==> src/rtl/vga_dither_out.sv <==
`default_nettype none
// ============================================================================
// Module   : vga_dither_out
// Brief    : Aligns sync/blanking with the pipelined pixel, applies a 4x4
//            ordered dither down to 2-bit RGB and drives the TinyVGA PMOD bus.
// Revision : 1.0  initial release
// ============================================================================
module vga_dither_out #(
    parameter int PIPE_DELAY = 2,
    parameter bit TEMPORAL   = 1'b1
) (
    input  logic       clk,
    input  logic       reset,
    input  logic       hsync_i,
    input  logic       vsync_i,
    input  logic       display_on_i,
    input  logic [9:0] hpos_i,
    input  logic [9:0] vpos_i,
    input  logic [7:0] pix_i,
    output logic [7:0] uo_out,
    output logic [1:0] frame_cnt
);

    localparam int c_TAP_W = 7;

    logic [c_TAP_W-1:0] w_tap_in;
    logic [c_TAP_W-1:0] w_tap_d;
    logic               w_hsync_d;
    logic               w_vsync_d;
    logic               w_display_on_d;
    logic [1:0]         w_hpos_d;
    logic [1:0]         w_vpos_d;
    logic [1:0]         w_x;
    logic [3:0]         w_thresh;
    logic [1:0]         w_r_q;
    logic [1:0]         w_g_q;
    logic [1:0]         w_b_q;
    logic               w_unused;

    logic [7:0]         r_uo_out;
    logic [1:0]         r_frame_cnt;
    logic               r_vsync_prev;
    logic               r_edge_armed;

    assign w_tap_in = {hsync_i, vsync_i, display_on_i, hpos_i[1:0], vpos_i[1:0]};
    assign w_unused = &{1'b0, hpos_i[9:2], vpos_i[9:2], pix_i[1:0]};

    generate
        if (PIPE_DELAY == 0) begin : g_no_delay
            assign w_tap_d = w_tap_in;
        end else begin : g_delay
            logic [c_TAP_W-1:0] r_pipe [PIPE_DELAY];

            always_ff @(posedge clk or posedge reset) begin
                if (reset) begin
                    for (int i = 0; i < PIPE_DELAY; i++) begin
                        r_pipe[i] <= '0;
                    end
                end else begin
                    r_pipe[0] <= w_tap_in;
                    for (int i = 1; i < PIPE_DELAY; i++) begin
                        r_pipe[i] <= r_pipe[i-1];
                    end
                end
            end

            assign w_tap_d = r_pipe[PIPE_DELAY-1];
        end
    endgenerate

    assign {w_hsync_d, w_vsync_d, w_display_on_d, w_hpos_d, w_vpos_d} = w_tap_d;

    function automatic logic [3:0] f_bayer(input logic [1:0] y, input logic [1:0] x);
        logic [3:0] v;
        case ({y, x})
            4'h0: v = 4'd0;   4'h1: v = 4'd8;   4'h2: v = 4'd2;   4'h3: v = 4'd10;
            4'h4: v = 4'd12;  4'h5: v = 4'd4;   4'h6: v = 4'd14;  4'h7: v = 4'd6;
            4'h8: v = 4'd3;   4'h9: v = 4'd11;  4'hA: v = 4'd1;   4'hB: v = 4'd9;
            4'hC: v = 4'd15;  4'hD: v = 4'd7;   4'hE: v = 4'd13;  default: v = 4'd5;
        endcase
        return v;
    endfunction

    // Round up when the two fractional bits (scaled to 0..12) exceed the threshold.
    function automatic logic [1:0] f_quant(input logic [3:0] c, input logic [3:0] thresh);
        logic [2:0] q;
        q = {1'b0, c[3:2]} + {2'b00, ({c[1:0], 2'b00} > thresh)};
        return (q > 3'd3) ? 2'd3 : q[1:0];
    endfunction

    assign w_x      = w_hpos_d + (TEMPORAL ? r_frame_cnt : 2'd0);
    assign w_thresh = f_bayer(w_vpos_d, w_x);
    assign w_r_q    = w_display_on_d ? f_quant(pix_i[7:4], w_thresh) : 2'b00;
    assign w_g_q    = w_display_on_d ? f_quant(pix_i[6:3], w_thresh) : 2'b00;
    assign w_b_q    = w_display_on_d ? f_quant(pix_i[5:2], w_thresh) : 2'b00;

    always_ff @(posedge clk or posedge reset) begin
        if (reset) begin
            r_uo_out <= 8'h00;
        end else begin
            r_uo_out <= {w_hsync_d, w_b_q[0], w_g_q[0], w_r_q[0],
                         w_vsync_d, w_b_q[1], w_g_q[1], w_r_q[1]};
        end
    end

    // The armed flag discards the first edge after reset, whose "previous"
    // vsync value is only the reset value rather than an observed one.
    always_ff @(posedge clk or posedge reset) begin
        if (reset) begin
            r_vsync_prev <= 1'b0;
            r_edge_armed <= 1'b0;
            r_frame_cnt  <= 2'd0;
        end else begin
            r_vsync_prev <= w_vsync_d;
            r_edge_armed <= 1'b1;
            if (r_edge_armed && w_vsync_d && !r_vsync_prev) begin
                r_frame_cnt <= r_frame_cnt + 2'd1;
            end
        end
    end

    assign uo_out    = r_uo_out;
    assign frame_cnt = r_frame_cnt;

endmodule
`default_nettype wire

==> config.mk <==
export PLATFORM = sky130hd
export DESIGN_NAME = vga_dither_out
export DESIGN_NICKNAME = d
export VERILOG_FILES = /design/src/rtl/vga_dither_out.sv
export SDC_FILE = /design/constraint.sdc
export NUM_CORES = 1
export LEC_CHECK = 0
export ABC_CLOCK_PERIOD_IN_PS = 1800
export BUFFER_PORTS_ARGS = -buffer_cell sky130_fd_sc_hd__clkbuf_2
export CAP_MARGIN = 25
export CORE_MARGIN = 2
export CORE_UTILIZATION = 40
export DETAILED_ROUTE_END_ITERATION = 12
export GPL_ROUTABILITY_DRIVEN = 0
export GPL_TIMING_DRIVEN = 0
export HOLD_SLACK_MARGIN = 0.05
export PLACE_DENSITY = 0.73
export SYNTH_ARGS = -nofsm -noshare
export SYNTH_HDL_FRONTEND = slang
export SYNTH_SLANG_ARGS = --single-unit
==> constraint.sdc <==
create_clock -name clk -period 1.8 [get_ports clk]
set_input_delay 0.09 -clock clk [delete_from_list [all_inputs] [get_ports clk]]
set_output_delay 0.09 -clock clk [all_outputs]
set_load 0.1 [all_outputs]
==> metrics.txt, run 1 <==
Mapped Cells=64; Max Slew Vio Count=0; Cell Pwr Density=1380 mW/mm^2; clk slew on worst S/H paths=0.12 ns; CP startpoint=frame_cnt[0]; placed cell area=0.00114 sq mm; Place WS=-0.119 ns; Synth Warn #=0; Top Ports=43; top_reg_cell synth=dfrtp_1; Req. time, crit path=2.02 ns; RSZ-0062 raised after global routing=true; DRT Pass-1 Iters=3; Synth-to-Final Area Change=38.5%; H-tree depth=1; CP max-delay cell=dfrtp_4; Worst Skew=0.00182 ns; core area=0.00219 sq mm; top-count cell post-synth=dfrtp_1; max-capacitance violation count=0; Hold Crit Class=primary input to flip-flop; final core utilization=58.5%; Die X=52.1 um; achievable frequency=539 MHz; fin nets=146; VDD IR max=0.722 mV; slew margin rel.=40.8%; Inserted Diodes=0; Tightest Pin Transition=0.887 ns; DP Cell Count=116; CP Class=flip-flop to flip-flop; failing checks=setup timing; die height=52.1 um; Synth area leaders=dfrtp_1 (68%), ha_1 (11%), xor3_2 (2.7%); Final Cycle Share=103%; synth cell count leaders=dfrtp_1 (25), ha_1 (8), a21oi_1 (4); Syn Area/Cell=14.5 sq um; reg2reg start=frame_cnt[0]; Yosys cell types=18; WP data arrival=2.07 ns; fin crit period=1.85 ns; share of post-route cells with drive strength above 1=37.5%; WL/cell=9.49 um; largest net degree at the start of global routing=26; EDFF count, synth=0; non-filler cells in the finished layout=132; CP peak stage delay=0.51 ns; # DRC=0; via count=581; critical path launch point type=flip-flop; CP Cell Sequence=ha_4 -> xnor2_4 -> ha_4 -> a21oi_2 -> a31oi_1 -> ha_1 -> a21oi_2 -> nor2b_1; initial antenna violation count=0; final hold slack=0.0871 ns; grt ovf=0; cell accounting for the most synthesized area=dfrtp_1; cts bufs inserted=3; gr usage total=11.1%; sequential-to-total area share from yosys stat=67.6%; status=finished, violations left; initial DRC count=3; hpwl dp=925 um; synthesized flop and latch total=25; Leak=0.622 nW; Port Buffers=24; Skew-Pair Late Insertion Delay=0.31 ns; routed vias/inst=4.40; worst-path fanout max=2; mapped cell area=926 sq um; Detailed Route WL=1250 um; Root Buffer=clkbuf_4; Crit. End Element=flip-flop; starting density of the core=42.3%; clk sinks=25; Worst Hold Launch=pix_i[5]; ANT nets after route=0; CTS max path bufs=2; CTS tree=yes; area share of the largest cell type after synthesis=67.6%; vias in the first global route=529; global-route wire length before repair=2100 um; post-route setup slack=-0.0544 ns; asr flop ratio synth=100%; Setup violations, final=3; Finished Cell Area=0.00128 sq mm; post-synth net total=105; num rows=17; die area=0.00272 sq mm; count of final hold-check violations=0
power by group:
part           internal, mW  total, mW  leakage (nW)  switching [mW]
registers             0.644      0.686         0.296          0.0425
logic                 0.278      0.852         0.308           0.574
clock network        0.0831      0.238        0.0177           0.155
through the flow:
stage	power [mW]	setup TNS [ns]
2_1_floorplan	1.37	-0.447
3_3_place_gp	1.48	-0.0989
3_5_place_dp	1.49	-0.146
4_1_cts	1.80	-0.108
5_1_grt	1.87	-0.360
6_report	1.78	-0.0989
cell type report:
| type | count | area, sq um |
|---|---|---|
| Clock buffer | 3 | 22.5 |
| Clock inverter | 1 | 5.00 |
| Sequential cell | 25 | 633 |
| Tap cell | 28 | 35.0 |
| Buffer | 1 | 7.51 |
| Timing Repair Buffer | 36 | 235 |
| Multi-Input combinational cell | 36 | 337 |
| Fill cell | 173 | 908 |
| Inverter | 2 | 7.51 |
cell families after synthesis:
| logic type | count (synthesis) | share of synthesized area (%) |
|---|---|---|
| fa+ha+maj | 8 | 10.8 |
| simple gates | 11 | 6.62 |
| compound gates | 12 | 7.43 |
| buf+inv | 3 | 1.62 |
| flops | 25 | 67.6 |
| other cells | 1 | 0.405 |
| xor+xnor | 4 | 5.54 |
worst max-delay path, delay by kind of cell, from the launching register on:
kind | cells | cell delay, ns
compound gates | 3 | 0.25
xor+xnor | 1 | 0.19
fa+ha+maj | 3 | 0.75
flops | 1 | 0.51
simple gates | 1 | 0.05
what timing repair did:
item                                   CTS  global route
endpoints found under the hold margin   35             0
gates resized for setup                  2             0
setup endpoints to repair                2             4
pin swaps                                1             0
hold buffers                            10             0
buffers inserted                         2             0
sequential cells by signal, summed over array words and instances, names as in the netlist:
name	cells
r_edge_armed	1
frame_cnt	2
w_tap_d	7
g_delay.r_pipe	7
uo_out	8
path summary, 6_finish.rpt:
kind / to / slack, ns / depth (start not counted)
worst max-delay path: uo_out[6] / -0.05 / 8
worst min-delay path: uo_out[2] / 0.09 / 2
worst max register to register: uo_out[6] / -0.05 / 8
worst min register to register: w_tap_d[1] / 0.36 / 0
max in group asynchronous: frame_cnt[0] / 0.69 / 3
min in group asynchronous: g_delay.r_pipe[12] / 0.48 / 3
metal layers:
metal  wire [um]  global-route usage [%]  up-vias  part of all wire, %
met2         587                    16.7       15                   47
met4          34                    7.89        0                  2.7
met3          60                    3.45        5                  4.8
li1            -                       -      296                    -
met5           0                       0        -                    0
met1         572                    13.5      265                   46
cell usage in the layout (no fill, tap or decap), types with 3 or more instances in the layout:
cell type      instances
buf_4                  3
clkbuf_2              24
clkbuf_4               3
dfrtp_1               23
dlygate4sd3_1         10
ha_1                   6
nand2_1                3
nor2b_1                3
o21a_1                 3
o21ai_1                3
No activity file was read; power rests on OpenSTA's default activity.
==> run 2: changes to the inputs <==
Settings changed: CORE_MARGIN 2 to 1.5.
==> run 2 against run 1 <==
Against the previous run:
- the flow still finishes with violations (setup timing)
- sequential share of layout area increased by 0.19 points
- die area decreased by 3.8%
- critical path depth unchanged
- via count increased by 0.52%
- global-route usage increased by 0.97 points
- clock power decreased by 3%
- power decreased by 0.66%
- clock-buffer cell count increased by 1
- final cell count unchanged
- sequential power about the same
- worst hold slack got worse by 0.016 ns
- combinational power decreased by 0.6%
==> metrics.txt, run 2 (synthesis gave the netlist of run 1 again) <==
met2 wire len=676 um (was 587 um); final hold slack=0.0708 ns (was 0.0871 ns); CP Cell Sequence=ha_4 -> xnor2_4 -> ha_4 -> a21oi_2 -> a31oi_1 -> ha_1 -> a21oi_1 -> nor2b_1 (was ha_4 -> xnor2_4 -> ha_4 -> a21oi_2 -> a31oi_1 -> ha_1 -> a21oi_2 -> nor2b_1); met3 wire length=61 um (was 60 um); Tightest Pin Transition=0.891 ns (was 0.887 ns); clk slew on worst S/H paths=0.12 ns (about the same); VDD IR max=0.753 mV (was 0.722 mV); Max Slew Vio Count=0 (unchanged); WL/cell=10.1 um (was 9.49 um); fin crit period=1.88 ns (was 1.85 ns); slew margin rel.=40.5% (was 40.8%); met1 wire length=544 um (was 572 um); WP data arrival=2.09 ns (was 2.07 ns); Highest Signal Layer=met4 (unchanged); grt ovf=0 (unchanged); reg2reg start=frame_cnt[0] (unchanged); Top Ports=43 (unchanged); achievable frequency=532 MHz (was 539 MHz); post-layout power=1.76 mW (was 1.78 mW); Die X=51.1 um (was 52.1 um); Crit. End Element=flip-flop (unchanged); CTS max path bufs=2 (unchanged); Skew-Pair Late Insertion Delay=0.30 ns (was 0.31 ns); fin nets=146 (unchanged); Place WS=-0.111 ns (was -0.119 ns); Worst Skew=0.00206 ns (was 0.00182 ns); Setup violations, final=3 (unchanged); failing checks=setup timing (unchanged); CP Class=flip-flop to flip-flop (unchanged); cts bufs inserted=3 (unchanged); status=finished, violations left (unchanged); die area=0.00261 sq mm (was 0.00272 sq mm); via count=584 (was 581); Synth-to-Final Area Change=38.0% (was 38.5%); die height=51.1 um (was 52.1 um); num rows=17 (unchanged); Port Buffers=24 (unchanged); clk sinks=25 (unchanged); share of post-route cells with drive strength above 1=35.6% (was 37.5%); initial antenna violation count=0 (unchanged); max-capacitance violation count=0 (unchanged); FF-to-FF setup slack=-0.08 ns (was -0.05 ns); largest net degree at the start of global routing=26 (unchanged); Final Cycle Share=104% (was 103%); # DRC=0 (unchanged); CP peak stage delay=0.51 ns (about the same); DRT Pass-1 Iters=4 (was 3); crit path to=uo_out[6] (unchanged); Hold Crit Class=primary input to flip-flop (unchanged); CP startpoint=frame_cnt[0] (unchanged); CTS tree=yes (unchanged); core area=0.00219 sq mm (unchanged); global-route wire length before repair=2290 um (was 2100 um); initial DRC count=8 (was 3); critical path launch point type=flip-flop (unchanged); hpwl dp=912 um (was 925 um); most frequent cells in the layout=clkbuf_2 (24), dfrtp_1 (23), dlygate4sd3_1 (10) (unchanged); CP most frequent cell=ha_4; starting density of the core=42.3% (unchanged); routed vias/inst=4.42 (was 4.40); reg2reg path depth=8 (unchanged); Worst R2R End=uo_out[6] (unchanged); worst-path fanout max=2 (unchanged); vias in the first global route=602 (was 529); count of final hold-check violations=0 (unchanged); commonest non-fill, non-tap cell in the layout=clkbuf_2 (unchanged); Root Buffer=clkbuf_4 (unchanged); CP max-delay cell=dfrtp_4 (unchanged); Leak=0.619 nW (was 0.622 nW); ANT nets after route=0 (unchanged); H-tree depth=1 (unchanged); Cell Pwr Density=1380 mW/mm^2 (about the same); max FFs per register=8 (unchanged); RSZ-0062 raised after global routing=true (unchanged); Req. time, crit path=2.00 ns (was 2.02 ns); gr usage total=12.1% (was 11.1%); Detailed Route WL=1340 um (was 1250 um); post-route setup slack=-0.0806 ns (was -0.0544 ns); Inserted Diodes=0 (unchanged)
==> run 2: timing repair <==
item | in CTS | in global routing
pin swaps | 1 | 2
hold buffers | 10 | 0
endpoints found under the setup margin | 2 | 5
endpoints found under the hold margin | 35 | 0
buffers inserted | 2 | 0
resized for setup | 1 | 1
==> run 2: metrics by stage <==
stage | setup TNS, ns | area, sq um | cells | util, %
6_report | -0.109 | 1280 | 132 | 58.3
2_1_floorplan | -0.447 | 981 | 64 | -
4_1_cts | -0.153 | 1280 | 132 | 58.3
5_1_grt | -0.417 | 1280 | 132 | 58.3
3_3_place_gp | -0.113 | 1140 | 116 | 51.9
3_5_place_dp | -0.141 | 1140 | 116 | 51.9
==> run 2: critical path, delay by kind of cell (launching register included) <==
kind,cells,cell delay [ns]
DFF,1,0.51
adders and majority gates,3,0.82
AOI/OAI and AO/OA,3,0.27
and+or+nand+nor,1,0.06
xor gates and xnor gates,1,0.13
==> run 2: worst min path at each step <==
stage | startpoint | end | slack, ns | depth (start not counted)
4_1_cts | pix_i[5] | uo_out[2] | 0.06 | 2
5_1_grt | pix_i[5] | uo_out[2] | 0.05 | 2
6_report | pix_i[5] | uo_out[2] | 0.07 | 2
3_3_place_gp | hsync_i | g_delay.r_pipe[13] | 0.20 | 1
3_5_place_dp | display_on_i | g_delay.r_pipe[11] | 0.20 | 1
2_1_floorplan | reset | frame_cnt[0] | 0.12 | 1
==> run 2: cell type report <==
class	count	area, sq um
buffer	1	7.51
clock buffer	4	26.3
fill	177	913
inverter	2	7.51
multi-input combinational	36	333
sequential	25	633
tap	28	35.0
timing repair buffer	36	235
==> run 2: routing by layer <==
layer,global-route usage [%],vias to the layer above
li1,-,295
met1,12.9,269
met2,20.8,14
met3,2.34,6
met4,9.46,0
met5,0,-
==> run 2: where the power goes <==
group,switching (mW),internal [mW],leakage (nW)
Sequential,0.0418,0.644,0.296
Clock,0.146,0.0863,0.0150
Combinational,0.574,0.272,0.308
Total,0.762,1.00,0.619
==> run 3: changes to the inputs <==
Settings changed: RECOVER_POWER from default to 50, SLEW_MARGIN from default to 20.
==> run 3 against run 2 <==
Against the previous run:
- the run still ends with setup timing left
- clock power barely moved
- critical path type unchanged
- clock-buffer cell count stayed put
- critical path depth stayed put
- largest cell class unchanged
- sequential cell count unchanged
- sequential power hardly changed
- non-clock buffer count grew 1
- register-to-register slack is essentially flat
==> metrics.txt, run 3 (synthesis gave the netlist of run 1 again) <==
status=finished, violations left (unchanged); failing checks=setup timing (unchanged); num rows=17 (unchanged); initial antenna violation count=0 (unchanged); fin nets=147 (was 146); fin crit period=1.88 ns (about the same); initial DRC count=10 (was 8); # DRC=0 (unchanged); Inserted Diodes=0 (unchanged); CP max-delay cell=dfrtp_4 (unchanged); slew margin rel.=46.9% (was 40.5%); RSZ-0062 raised after global routing=true (unchanged); most frequent cells in the layout=clkbuf_2 (24), dfrtp_1 (23), dlygate4sd3_1 (10) (unchanged); clk sinks=25 (unchanged); commonest non-fill, non-tap cell in the layout=clkbuf_2 (unchanged); critical path launch point type=flip-flop (unchanged); vias in the first global route=602 (unchanged); Final Cycle Share=104% (about the same); Leak=0.620 nW (was 0.619 nW); CP startpoint=frame_cnt[0] (unchanged); grt ovf=0 (unchanged); hpwl dp=912 um (unchanged); max FFs per register=8 (unchanged); Top Ports=43 (unchanged); achievable frequency=533 MHz (was 532 MHz); VDD IR max=0.746 mV (was 0.753 mV); Skew-Pair Late Insertion Delay=0.30 ns (about the same); CP peak stage delay=0.51 ns (about the same); post-layout power=1.76 mW (about the same); worst-path fanout max=2 (unchanged); cts bufs inserted=3 (unchanged); Synth-to-Final Area Change=38.4% (was 38.0%); Die X=51.1 um (unchanged); WP data arrival=2.08 ns (was 2.09 ns); clk slew on worst S/H paths=0.12 ns (about the same); Cell Pwr Density=1380 mW/mm^2 (about the same); WL/cell=10.0 um (was 10.1 um); core area=0.00219 sq mm (unchanged); Hold Crit Class=primary input to flip-flop (unchanged); CTS max path bufs=2 (unchanged); die height=51.1 um (unchanged); Port Buffers=24 (unchanged); CP Class=flip-flop to flip-flop (unchanged); routed vias/inst=4.46 (was 4.42); Worst Skew=0.00106 ns (was 0.00206 ns); Tightest Pin Transition=0.797 ns (was 0.891 ns); gr usage total=12.1% (unchanged); Root Buffer=clkbuf_4 (unchanged); reg2reg start=frame_cnt[0] (unchanged); ANT nets after route=0 (unchanged); DRT Pass-1 Iters=4 (unchanged); max-capacitance violation count=0 (unchanged); CP most frequent cell=ha_4 (unchanged); CTS tree=yes (unchanged); Detailed Route WL=1330 um (was 1340 um); count of final hold-check violations=0 (unchanged); reg2reg path depth=8 (unchanged); via count=593 (was 584); placed cell area=0.00114 sq mm (unchanged); Worst R2R End=uo_out[6] (unchanged); FF-to-FF setup slack=-0.08 ns (about the same); Crit. End Element=flip-flop (unchanged); H-tree depth=1 (unchanged); global-route wire length before repair=2290 um (unchanged); die area=0.00261 sq mm (unchanged); Finished Cell Area=0.00128 sq mm (about the same); Setup violations, final=2 (was 3); share of post-route cells with drive strength above 1=35.2% (was 35.6%); largest net degree at the start of global routing=26 (unchanged); starting density of the core=42.3% (unchanged); Max Slew Vio Count=0 (unchanged); Req. time, crit path=2.00 ns (about the same); CP Cell Sequence=ha_4 -> xnor2_4 -> ha_4 -> a21oi_2 -> a31oi_1 -> ha_1 -> a21oi_1 -> nor2b_1 (unchanged); post-route setup slack=-0.0772 ns (was -0.0806 ns); crit path to=uo_out[6] (unchanged)
## run 3: cell types whose count changed in the layout (fill, tap and decap cells not counted)
cell      before  now
clkbuf_1       1    2
## run 3: metal layers
metal	global-route usage, %	routed length [um]	part of all wire (%)
met4	9.46	56	4.2
met2	20.8	688	52
met1	12.9	527	40
met3	2.34	61	4.6
met5	0	0	0
## run 3: area by class of cell
| class | instances | area [sq um] |
|---|---|---|
| timing repair buffer | 37 | 239 |
| sequential | 25 | 633 |
| fill | 177 | 910 |
| buffer | 1 | 7.51 |
| multi-input combinational | 36 | 333 |
| tap | 28 | 35.0 |
| inverter | 2 | 7.51 |
| clock buffer | 4 | 26.3 |
## run 3: worst min-delay path by stage
stage,slack (ns),to,startpoint,cells past startpoint
floorplan,0.12,frame_cnt[0],reset,1
global placement,0.20,g_delay.r_pipe[13],hsync_i,1
detailed placement,0.20,g_delay.r_pipe[11],display_on_i,1
CTS,0.06,uo_out[2],pix_i[5],2
global route,0.05,uo_out[2],pix_i[5],2
finish,0.07,uo_out[2],pix_i[5],2
## run 3: what timing repair did
action	in CTS	in global routing
buffers inserted	2	0
pin swaps	1	2
endpoints found under the hold margin	35	0
resized for setup	1	1
hold buffers	10	0
endpoints found under the setup margin	2	5
## run 3: power by group
part | switching [mW] | internal [mW]
clock network | 0.143 | 0.0863
registers | 0.0419 | 0.644
logic | 0.574 | 0.273
total | 0.759 | 1.00
## run 3: critical path, delay by kind of cell, from the launching register on
family                     cells  cell delay, ns
adders and majority gates      3            0.82
DFF                            1            0.51
AOI/OAI and AO/OA              3            0.27
xor gates and xnor gates       1            0.13
and+or+nand+nor                1            0.06
## run 3: metrics by stage
stage / instances / setup slack [ns] / hold slack (ns) / TNS (ns) / utilization, %
6_report: 133 / -0.0772 / 0.0714 / -0.0976 / 58.5
5_1_grt: 133 / -0.164 / 0.0546 / -0.417 / 58.5
2_1_floorplan: 64 / -0.211 / 0.117 / -0.447 / -
4_1_cts: 132 / -0.0897 / 0.0562 / -0.153 / 58.3
3_3_place_gp: 116 / -0.101 / 0.198 / -0.113 / 51.9
3_5_place_dp: 116 / -0.111 / 0.200 / -0.141 / 51.9
